===== src/rtl/mem_stage.sv =====
// Memory-access stage: forwards ALU results to write-back and performs
// byte/half/word loads and stores over a req/ack bus, stalling upstream while busy.
module mem_stage #(
  parameter int TIMEOUT = 16,
  parameter int CNT_W   = 5
) (
  input  logic        clk_i,
  input  logic        rst_i,
  input  logic [4:0]  reg_waddr_i,
  input  logic        reg_we_i,
  input  logic [31:0] reg_wdata_i,
  input  logic [31:0] mem_addr_i,
  input  logic [31:0] mem_data_i,
  input  logic        mem_we_i,
  input  logic [3:0]  mem_op_i,
  output logic        stall_o,
  output logic        dbus_req_o,
  output logic        dbus_we_o,
  output logic [31:0] dbus_addr_o,
  output logic [3:0]  dbus_be_o,
  output logic [31:0] dbus_wdata_o,
  input  logic [31:0] dbus_rdata_i,
  input  logic        dbus_ack_i,
  output logic [4:0]  wb_waddr_o,
  output logic        wb_we_o,
  output logic [31:0] wb_wdata_o,
  output logic        misalign_o,
  output logic        bus_err_o
);

  localparam logic [3:0] OP_LB  = 4'd1;
  localparam logic [3:0] OP_LH  = 4'd2;
  localparam logic [3:0] OP_LW  = 4'd3;
  localparam logic [3:0] OP_LBU = 4'd4;
  localparam logic [3:0] OP_LHU = 4'd5;
  localparam logic [3:0] OP_SB  = 4'd6;
  localparam logic [3:0] OP_SH  = 4'd7;
  localparam logic [3:0] OP_SW  = 4'd8;

  typedef enum logic [0:0] {IDLE = 1'b0, BUSY = 1'b1} state_t;

  state_t           state_r;
  state_t           state_nxt_s;
  logic [CNT_W-1:0] cnt_r;
  logic [3:0]       op_r;
  logic [1:0]       lane_r;
  logic [4:0]       dest_r;
  logic             dest_we_r;
  logic             is_mem_s;
  logic             is_store_s;
  logic             misalign_s;
  logic             timeout_s;
  logic             stall_s;
  logic             unused_s;

  // Opcode decode alone selects the bus direction; mem_we_i is redundant with it.
  assign unused_s = mem_we_i;

  function automatic logic [31:0] load_fmt(input logic [3:0] op, input logic [1:0] lane,
                                           input logic [31:0] rdata);
    logic [7:0]  b;
    logic [15:0] h;
    case (lane)
      2'd0:    b = rdata[7:0];
      2'd1:    b = rdata[15:8];
      2'd2:    b = rdata[23:16];
      2'd3:    b = rdata[31:24];
      default: b = 8'd0;
    endcase
    h = lane[1] ? rdata[31:16] : rdata[15:0];
    case (op)
      OP_LB:   load_fmt = {{24{b[7]}}, b};
      OP_LH:   load_fmt = {{16{h[15]}}, h};
      OP_LBU:  load_fmt = {24'd0, b};
      OP_LHU:  load_fmt = {16'd0, h};
      OP_LW:   load_fmt = rdata;
      default: load_fmt = rdata;
    endcase
  endfunction

  function automatic logic [3:0] store_be(input logic [3:0] op, input logic [1:0] lane);
    case (op)
      OP_SB:   store_be = 4'b0001 << lane;
      OP_SH:   store_be = lane[1] ? 4'b1100 : 4'b0011;
      default: store_be = 4'b1111;
    endcase
  endfunction

  function automatic logic [31:0] store_wdata(input logic [3:0] op, input logic [31:0] d);
    case (op)
      OP_SB:   store_wdata = {4{d[7:0]}};
      OP_SH:   store_wdata = {2{d[15:0]}};
      default: store_wdata = d;
    endcase
  endfunction

  function automatic logic is_load(input logic [3:0] op);
    is_load = (op >= OP_LB) && (op <= OP_LHU);
  endfunction

  // Classify the incoming operation.
  always_comb begin
    is_mem_s   = (mem_op_i >= OP_LB) && (mem_op_i <= OP_SW);
    is_store_s = (mem_op_i >= OP_SB) && (mem_op_i <= OP_SW);
    case (mem_op_i)
      OP_LH, OP_LHU, OP_SH: misalign_s = mem_addr_i[0];
      OP_LW, OP_SW:         misalign_s = (mem_addr_i[1:0] != 2'd0);
      default:              misalign_s = 1'b0;
    endcase
  end

  assign timeout_s = (cnt_r == CNT_W'(TIMEOUT - 1));

  // FSM state register.
  always_ff @(posedge clk_i or posedge rst_i) begin
    if (rst_i) begin
      state_r <= IDLE;
    end else begin
      state_r <= state_nxt_s;
    end
  end

  // Next-state and stall decode.
  always_comb begin
    state_nxt_s = state_r;
    stall_s     = 1'b0;
    case (state_r)
      IDLE: begin
        if (is_mem_s && !misalign_s) begin
          state_nxt_s = BUSY;
          stall_s     = 1'b1;
        end else begin
          state_nxt_s = IDLE;
        end
      end
      BUSY: begin
        if (dbus_ack_i || timeout_s) begin
          state_nxt_s = IDLE;
        end else begin
          state_nxt_s = BUSY;
        end
        stall_s = !dbus_ack_i && !timeout_s;
      end
      default: state_nxt_s = IDLE;
    endcase
  end

  // Reset must release the upstream pipeline even if a memory op is being presented.
  assign stall_o = stall_s & ~rst_i;

  // Bus, write-back and status registers.
  always_ff @(posedge clk_i or posedge rst_i) begin
    if (rst_i) begin
      cnt_r        <= '0;
      op_r         <= 4'd0;
      lane_r       <= 2'd0;
      dest_r       <= 5'd0;
      dest_we_r    <= 1'b0;
      dbus_req_o   <= 1'b0;
      dbus_we_o    <= 1'b0;
      dbus_addr_o  <= 32'd0;
      dbus_be_o    <= 4'd0;
      dbus_wdata_o <= 32'd0;
      wb_waddr_o   <= 5'd0;
      wb_we_o      <= 1'b0;
      wb_wdata_o   <= 32'd0;
      misalign_o   <= 1'b0;
      bus_err_o    <= 1'b0;
    end else begin
      misalign_o <= 1'b0;
      bus_err_o  <= 1'b0;
      case (state_r)
        IDLE: begin
          if (!is_mem_s) begin
            wb_waddr_o <= reg_waddr_i;
            wb_wdata_o <= reg_wdata_i;
            wb_we_o    <= reg_we_i && (reg_waddr_i != 5'd0);
          end else if (misalign_s) begin
            wb_we_o    <= 1'b0;
            misalign_o <= 1'b1;
          end else begin
            op_r         <= mem_op_i;
            lane_r       <= mem_addr_i[1:0];
            dest_r       <= reg_waddr_i;
            dest_we_r    <= reg_we_i;
            dbus_req_o   <= 1'b1;
            dbus_we_o    <= is_store_s;
            dbus_addr_o  <= {mem_addr_i[31:2], 2'b00};
            dbus_be_o    <= store_be(mem_op_i, mem_addr_i[1:0]);
            dbus_wdata_o <= store_wdata(mem_op_i, mem_data_i);
            wb_we_o      <= 1'b0;
            cnt_r        <= '0;
          end
        end
        BUSY: begin
          if (dbus_ack_i) begin
            dbus_req_o <= 1'b0;
            if (is_load(op_r)) begin
              wb_waddr_o <= dest_r;
              wb_wdata_o <= load_fmt(op_r, lane_r, dbus_rdata_i);
              wb_we_o    <= dest_we_r && (dest_r != 5'd0);
            end else begin
              wb_we_o <= 1'b0;
            end
          end else if (timeout_s) begin
            dbus_req_o <= 1'b0;
            bus_err_o  <= 1'b1;
            wb_we_o    <= 1'b0;
          end else begin
            cnt_r <= cnt_r + CNT_W'(1);
          end
        end
        default: begin
          dbus_req_o <= 1'b0;
          wb_we_o    <= 1'b0;
        end
      endcase
    end
  end

endmodule


===== config.mk =====
export PLATFORM = sky130hd
export DESIGN_NAME = mem_stage
export DESIGN_NICKNAME = d
export VERILOG_FILES = /design/src/rtl/mem_stage.sv
export SDC_FILE = /design/constraint.sdc
export NUM_CORES = 1
export LEC_CHECK = 0
export BUFFER_PORTS_ARGS = -buffer_cell sky130_fd_sc_hd__buf_2
export CAP_MARGIN = 20
export CORE_UTILIZATION = 45
export CTS_BUF_LIST = sky130_fd_sc_hd__clkbuf_8
export CTS_CLUSTER_SIZE = 30
export DETAILED_ROUTE_END_ITERATION = 12
export PLACE_DENSITY = 0.75
export REMOVE_ABC_BUFFERS = 1
export SLEW_MARGIN = 20
export SYNTH_ARGS = -nofsm -noshare
export SYNTH_HDL_FRONTEND = slang
export SYNTH_SLANG_ARGS = --single-unit

===== constraint.sdc =====
create_clock -name clk_i -period 5 [get_ports clk_i]
set_input_delay 0.25 -clock clk_i [delete_from_list [all_inputs] [get_ports clk_i]]
set_output_delay 0.25 -clock clk_i [all_outputs]
set_load 0.02 [all_outputs]

==> results.json, run 1 <==
{
  "status": "complete, no violations",
  "async_reset_ff_share_pct": 100,
  "worstPathArrival_ns": 2.86,
  "die_w_um": 121,
  "path_max_fanout": 36,
  "first_iter_violations": 294,
  "fin_area_um2": 8210,
  "via_count": 5469,
  "syn-cell-area_um2": 6320,
  "stdcell_count": 1011,
  "grt_max_degree": 91,
  "drv_cap": 0,
  "crit_path_start": "state_r",
  "grt_pass1_vias": 5394,
  "finClkSkew_ns": 0.0113,
  "power_density_nw_per_um2": 551,
  "h-tree-depth": 4,
  "yosysTopAreaCell": "dfrtp_1",
  "finalSetupViolCount": 0,
  "place_inst": 967,
  "ir_worst_vdd_mv": 0.280,
  "final_max_slew_viol_count": 0,
  "path_cells": "buf_4, clkinv_1, or3_1, a21oi_1, buf_2",
  "cts_sinks": 126,
  "cts_buffer_depth": 2,
  "avgSynthCellArea_um2": 10.9,
  "post_drt_via_cell_ratio": 5.41,
  "cts.clk_slew.worst_paths_ns": 0.08,
  "post-route-util_pct": 61.1,
  "slowest_delay_ns": 0.69,
  "finalCritPeriodShare_pct": 62.3,
  "port_buffers": 249,
  "worst_hold_path_type": "input pin to flip-flop",
  "yosysSeqAreaShare_pct": 49.9,
  "clock_latency_ns": 0.44,
  "io_pins": 253,
  "synth_commonest_cells": "dfrtp_1 (126), nand2_1 (70), o21ai_0 (65), a21oi_1 (45), mux2_4 (42)",
  "ys_seq_elements": 126,
  "p_leak_uw": 0.00412,
  "area_growth_pct": 29.9,
  "r2r-start": "state_r",
  "rsz0062_at_grt": "false",
  "cts_tree": "done",
  "overflow": 0,
  "max_slew_margin_pct": 28.8,
  "n_fill_cell": 1155,
  "synth_top_flop_cell": "dfrtp_1",
  "holdCritStartpoint": "mem_addr_i[24]",
  "min_period_ns": 3.11,
  "numCtsBuffers": 17,
  "syn_inst": 578,
  "gp_congestion": 0.846,
  "track_usage_pct": 24.7,
  "grt_pass1_wl_mm": 27.6,
  "n_antenna_cell": 0,
  "nNetsFinal": 966,
  "crit_buf_inv": 3,
  "start_util_pct": 47.0,
  "coreArea_um2": 13500,
  "drcViolationCount": 0,
  "antenna_found_initial": 0,
  "cts_root_buf": "clkbuf_8",
  "regArea_um2": 3150,
  "ant_nets": 0,
  "drt_wl_total_mm": 17.6,
  "dpl-instance-area_um2": 7630,
  "fin_ws_ns": 1.89,
  "synth_warnings": 0,
  "worst_pin_slew_ns": 1.07,
  "fmax_mhz": 321,
  "fp.dieH_um": 121,
  "holdBufCountCts": 10,
  "critPathKind": "flip-flop to primary output",
  "multi_input_comb_area_um2": 2930,
  "synth.top_cell.area_share_pct": 49.9,
  "post_cts_buffers": 0,
  "yosys-top-cells-area": "dfrtp_1 (50%), mux2_4 (10%), mux2i_1 (6.0%), o21ai_0 (5.1%), nand2_1 (4.2%)",
  "avgRoutedWirePerCell_um": 17.4,
  "dp_hpwl_mm": 12.1,
  "start_kind": "flip-flop",
  "synth.distinct_cells": 50,
  "num_rows": 42,
  "drt_first_pass_iters": 4,
  "cp-end-kind": "primary output",
  "drive_above_1_share_pct": 42.4,
  "final.setup.tns_ns": 0,
  "synth.most_common_cell": "dfrtp_1",
  "synth_edf_count": 0,
  "post-place-ws_ns": 1.92,
  "cp_top_family": "buffers and inverters",
  "hold_viol_final": 0,
  "cts_resized": 0,
  "cp.required_ns": 4.75,
  "critPathSlowestCell": "or3_1",
  "dieArea_um2": 14500
}
==> metal layers <==
layer  vias to the layer above  share of wire, %  GRT usage [%]
li1                       2553                 -              -
met1                      2596                41           30.4
met2                       293                47           40.3
met3                        27               9.6           7.88
met4                         0               2.4           9.88
met5                         -                 0              0
==> final timing paths <==
| path | end | slack (ns) | cells past startpoint |
|---|---|---|---|
| max | stall_o | 1.89 | 5 |
| min | dbus_addr_o[24] | 0.03 | 2 |
| max reg2reg | dbus_addr_o[15] | 2.16 | 5 |
| min reg2reg | wb_wdata_o[30] | 0.48 | 2 |
| max in group asynchronous | dbus_addr_o[23] | 3.38 | 4 |
| min in group asynchronous | dbus_addr_o[12] | 0.51 | 3 |
==> worst reg2reg max path: cells and delay by family, from the launching register on <==
family                 cells  cell delay (ns)
AO/OA/AOI/OAI              1             0.51
multiplexers               1             0.42
buffers and inverters      3             1.48
flip-flops                 1             0.32
==> logic make-up after synthesis <==
group | Yosys count | share of synthesized area, %
multiplexers | 95 | 20.1
flip-flops | 126 | 49.9
adder cells (fa/ha/maj) | 2 | 0.396
XOR/XNOR | 4 | 0.554
other | 1 | 0.0593
AND/OR/NAND/NOR | 147 | 10.8
AO/OA/AOI/OAI | 155 | 14.4
buffers and inverters | 48 | 3.84
==> cell usage in the layout (no fill, tap or decap), drive strengths merged, types with 2 or more instances in the layout <==
| cell type | synthesis | layout |
|---|---|---|
| a21o | 3 | 3 |
| a21oi | 45 | 45 |
| and2 | 3 | 3 |
| and4b | 2 | 2 |
| buf | 21 | 257 |
| bufinv | 0 | 4 |
| clkbuf | 23 | 18 |
| clkinv | 1 | 5 |
| clkinvlp | 0 | 3 |
| conb | 1 | 2 |
| dfrtp | 126 | 126 |
| dlygate4sd3 | 0 | 11 |
| ha | 2 | 2 |
| inv | 3 | 6 |
| mux2 | 49 | 49 |
| mux2i | 38 | 38 |
| mux4 | 8 | 8 |
| nand2 | 70 | 70 |
| nand2b | 2 | 2 |
| nand3 | 19 | 19 |
| nand3b | 2 | 2 |
| nor2 | 30 | 30 |
| nor2b | 2 | 2 |
| nor3 | 4 | 4 |
| nor3b | 3 | 3 |
| o21ai | 82 | 82 |
| o221a | 8 | 8 |
| o221ai | 8 | 8 |
| or3 | 2 | 2 |
| xnor2 | 4 | 4 |
==> area by class of cell <==
class / count / share of cell area [%]
clock inverter: 14 / 2.33
sequential: 126 / 38.4
clock buffer: 18 / 3.02
multi-input combinational: 405 / 35.7
timing repair buffer: 268 / 17.6
inverter: 4 / 0.244
tap: 176 / 2.68
==> flip-flops by register name (all words and copies together) (netlist names), 2 cells and up <==
name,flops
op_r,4
dest_r,5
lane_r,2
cnt_r,5
dbus_addr_o,30
dbus_be_o,4
wb_waddr_o,5
dbus_wdata_o,32
wb_wdata_o,32
==> through the flow <==
step	hold slack [ns]	power [µW]
6_report	0.0349	4520
5_1_grt	0.00227	4790
4_1_cts	0.000132	4540
3_5_place_dp	0.466	3540
3_3_place_gp	0.456	3490
2_1_floorplan	0.320	2880
==> power by group <==
group / internal, µW / switching (µW) / total (µW) / leakage (µW)
Sequential: 1400 / 271 / 1680 / 0.00152
Combinational: 756 / 1110 / 1860 / 0.00238
Clock: 557 / 427 / 984 / 0.000217
No activity file was read; power rests on OpenSTA's default activity.
==> inputs of run 2 (changes only) <==
Clock period 5 ns to 3.02 ns, I/O delays scaled along.
==> run 2 against run 1 <==
Compared with the run above:
- register-to-register slack got worse by 1.7 ns
- final cell count up 8.5%
- sequential power grew 65%
- largest power group unchanged
==> results.json, run 2 (synthesized netlist as in run 1, its figures left out) <==
{
  "ir_worst_vdd_mv": 0.429,
  "nNetsFinal": 1052,
  "via_count": 5866,
  "worst_pin_slew_ns": 0.992,
  "p_leak_uw": 0.00447,
  "io_pins": 253,
  "drive_above_1_share_pct": 39.1,
  "n_fill_cell": 1015,
  "track_usage_pct": 27.8,
  "cts_sinks": 126,
  "post-route-util_pct": 67.1,
  "start_kind": "flip-flop",
  "finClkSkew_ns": 0.0133,
  "cp.required_ns": 3.40,
  "r2r-start": "op_r[1]",
  "cts_buffer_depth": 2,
  "reg2reg_slack_ns": 0.46,
  "dieArea_um2": 14500,
  "finalCritPeriodShare_pct": 84.8,
  "max_slew_margin_pct": 33.8,
  "holdPathEnd": "wb_wdata_o[0]",
  "drt_wl_total_mm": 19.5,
  "power_density_nw_per_um2": 842,
  "grt_max_degree": 87,
  "final_max_slew_viol_count": 0,
  "fmax_mhz": 390,
  "status": "complete, no violations",
  "worst_hold_path_type": "input pin to flip-flop",
  "drt_first_pass_iters": 5,
  "drcViolationCount": 0,
  "fp.dieH_um": 121,
  "gp_congestion": 0.837,
  "min_period_ns": 2.56,
  "cts.clk_slew.worst_paths_ns": 0.08,
  "reg2reg_to": "wb_wdata_o[8]",
  "overflow": 0,
  "finalPower_uw": 7600,
  "critPathKind": "flip-flop to flip-flop",
  "drv_cap": 0,
  "path_max_fanout": 40,
  "clock_latency_ns": 0.44,
  "ant_nets": 0,
  "rr_worst_depth": 7,
  "dp_hpwl_mm": 12.3,
  "avgRoutedWirePerCell_um": 17.8,
  "final_common_cell": "buf_2",
  "worstPathArrival_ns": 2.94,
  "coreArea_um2": 13500,
  "hold_viol_final": 0,
  "holdCritStartpoint": "reg_wdata_i[0]",
  "die_w_um": 121,
  "cts_root_buf": "clkbuf_8",
  "finalSetupViolCount": 0,
  "top_regs": "dbus_wdata_o x32, wb_wdata_o x32, dbus_addr_o x30",
  "first_iter_violations": 351,
  "rsz0062_at_grt": "false",
  "grt_pass1_wl_mm": 30.8,
  "area_growth_pct": 42.8,
  "port_buffers": 249,
  "post_drt_via_cell_ratio": 5.35,
  "whs_path_depth": 3,
  "antenna_found_initial": 0,
  "final_cell_mix": "buf_2 (249), dfrtp_1 (126), dlygate4sd3_1 (91)",
  "h-tree-depth": 4,
  "n_antenna_cell": 0,
  "num_rows": 42,
  "numCtsBuffers": 17,
  "cts_tree": "done",
  "cp-end-kind": "flip-flop",
  "grt_pass1_vias": 5980,
  "start_util_pct": 47.0
}
==> run 2: through the flow <==
step	hold WS [ns]	area, µm²	TNS [ns]	setup slack [ns]	std cells
2_1_floorplan	0.221	6100	-70.57	-0.487	535
3_3_place_gp	0.312	7690	0	0.742	974
3_5_place_dp	0.310	7690	0	0.744	974
4_1_cts	0.00100	9030	0	0.496	1097
5_1_grt	0.0211	9030	0	0.227	1097
6_report	0.0310	9030	0	0.458	1097
==> run 2: final cells by class <==
cell class / count / area [µm²] / area share (%)
flip-flops and latches: 126 / 3150 / 34.9
multi-input cells: 405 / 2940 / 32.5
repair buffers: 354 / 2270 / 25.2
clock buffers: 21 / 289 / 3.20
well taps: 176 / 220 / 2.44
clock inverters: 11 / 140 / 1.55
inverters: 4 / 17.5 / 0.194
==> run 2: timing repair <==
| item | 4_1_cts | 5_1_grt |
|---|---|---|
| hold buffers | 91 | 0 |
| resized for setup | 0 | 0 |
| endpoints found under the hold margin | 143 | 0 |
| endpoints found under the setup margin | 0 | 0 |
| setup buffers | 0 | 0 |
==> run 2: worst max-delay path, stage by stage, from the launching register on <==
cell and delay (ns):
dfrtp_1 0.48, nor3_1 0.48, a211o_1 0.27, and2_1 0.15
buf_4 0.38, nand2_1 0.10, nand3_1 0.09, dlygate4sd3_1 0.55
==> run 2: how the worst max path moves through the flow <==
stage,cells past startpoint,from,slack [ns],end
CTS,7,op_r[1],0.50,wb_wdata_o[8]
floorplan,1,rst_i,-0.49,bus_err_o
global route,7,op_r[1],0.23,wb_wdata_o[8]
finish,7,op_r[1],0.46,wb_wdata_o[8]
detailed placement,6,mem_op_i[0],0.74,dbus_addr_o[28]
global placement,6,mem_op_i[0],0.74,dbus_addr_o[28]
==> run 2: layer usage <==
metal | routed length, µm | vias up | global-route usage, %
met4 | 492 | 0 | 12.3
met2 | 9410 | 287 | 46.8
met3 | 1630 | 40 | 7.92
met5 | 0 | - | 0
li1 | - | 2732 | -
met1 | 8010 | 2807 | 33.0
==> run 2: report_power, final <==
part	total, µW	leakage, µW	switching [µW]	internal, µW
clock	1580	0.000209	684	897
sequential	2770	0.00152	447	2330
combinational	3250	0.00274	1910	1340
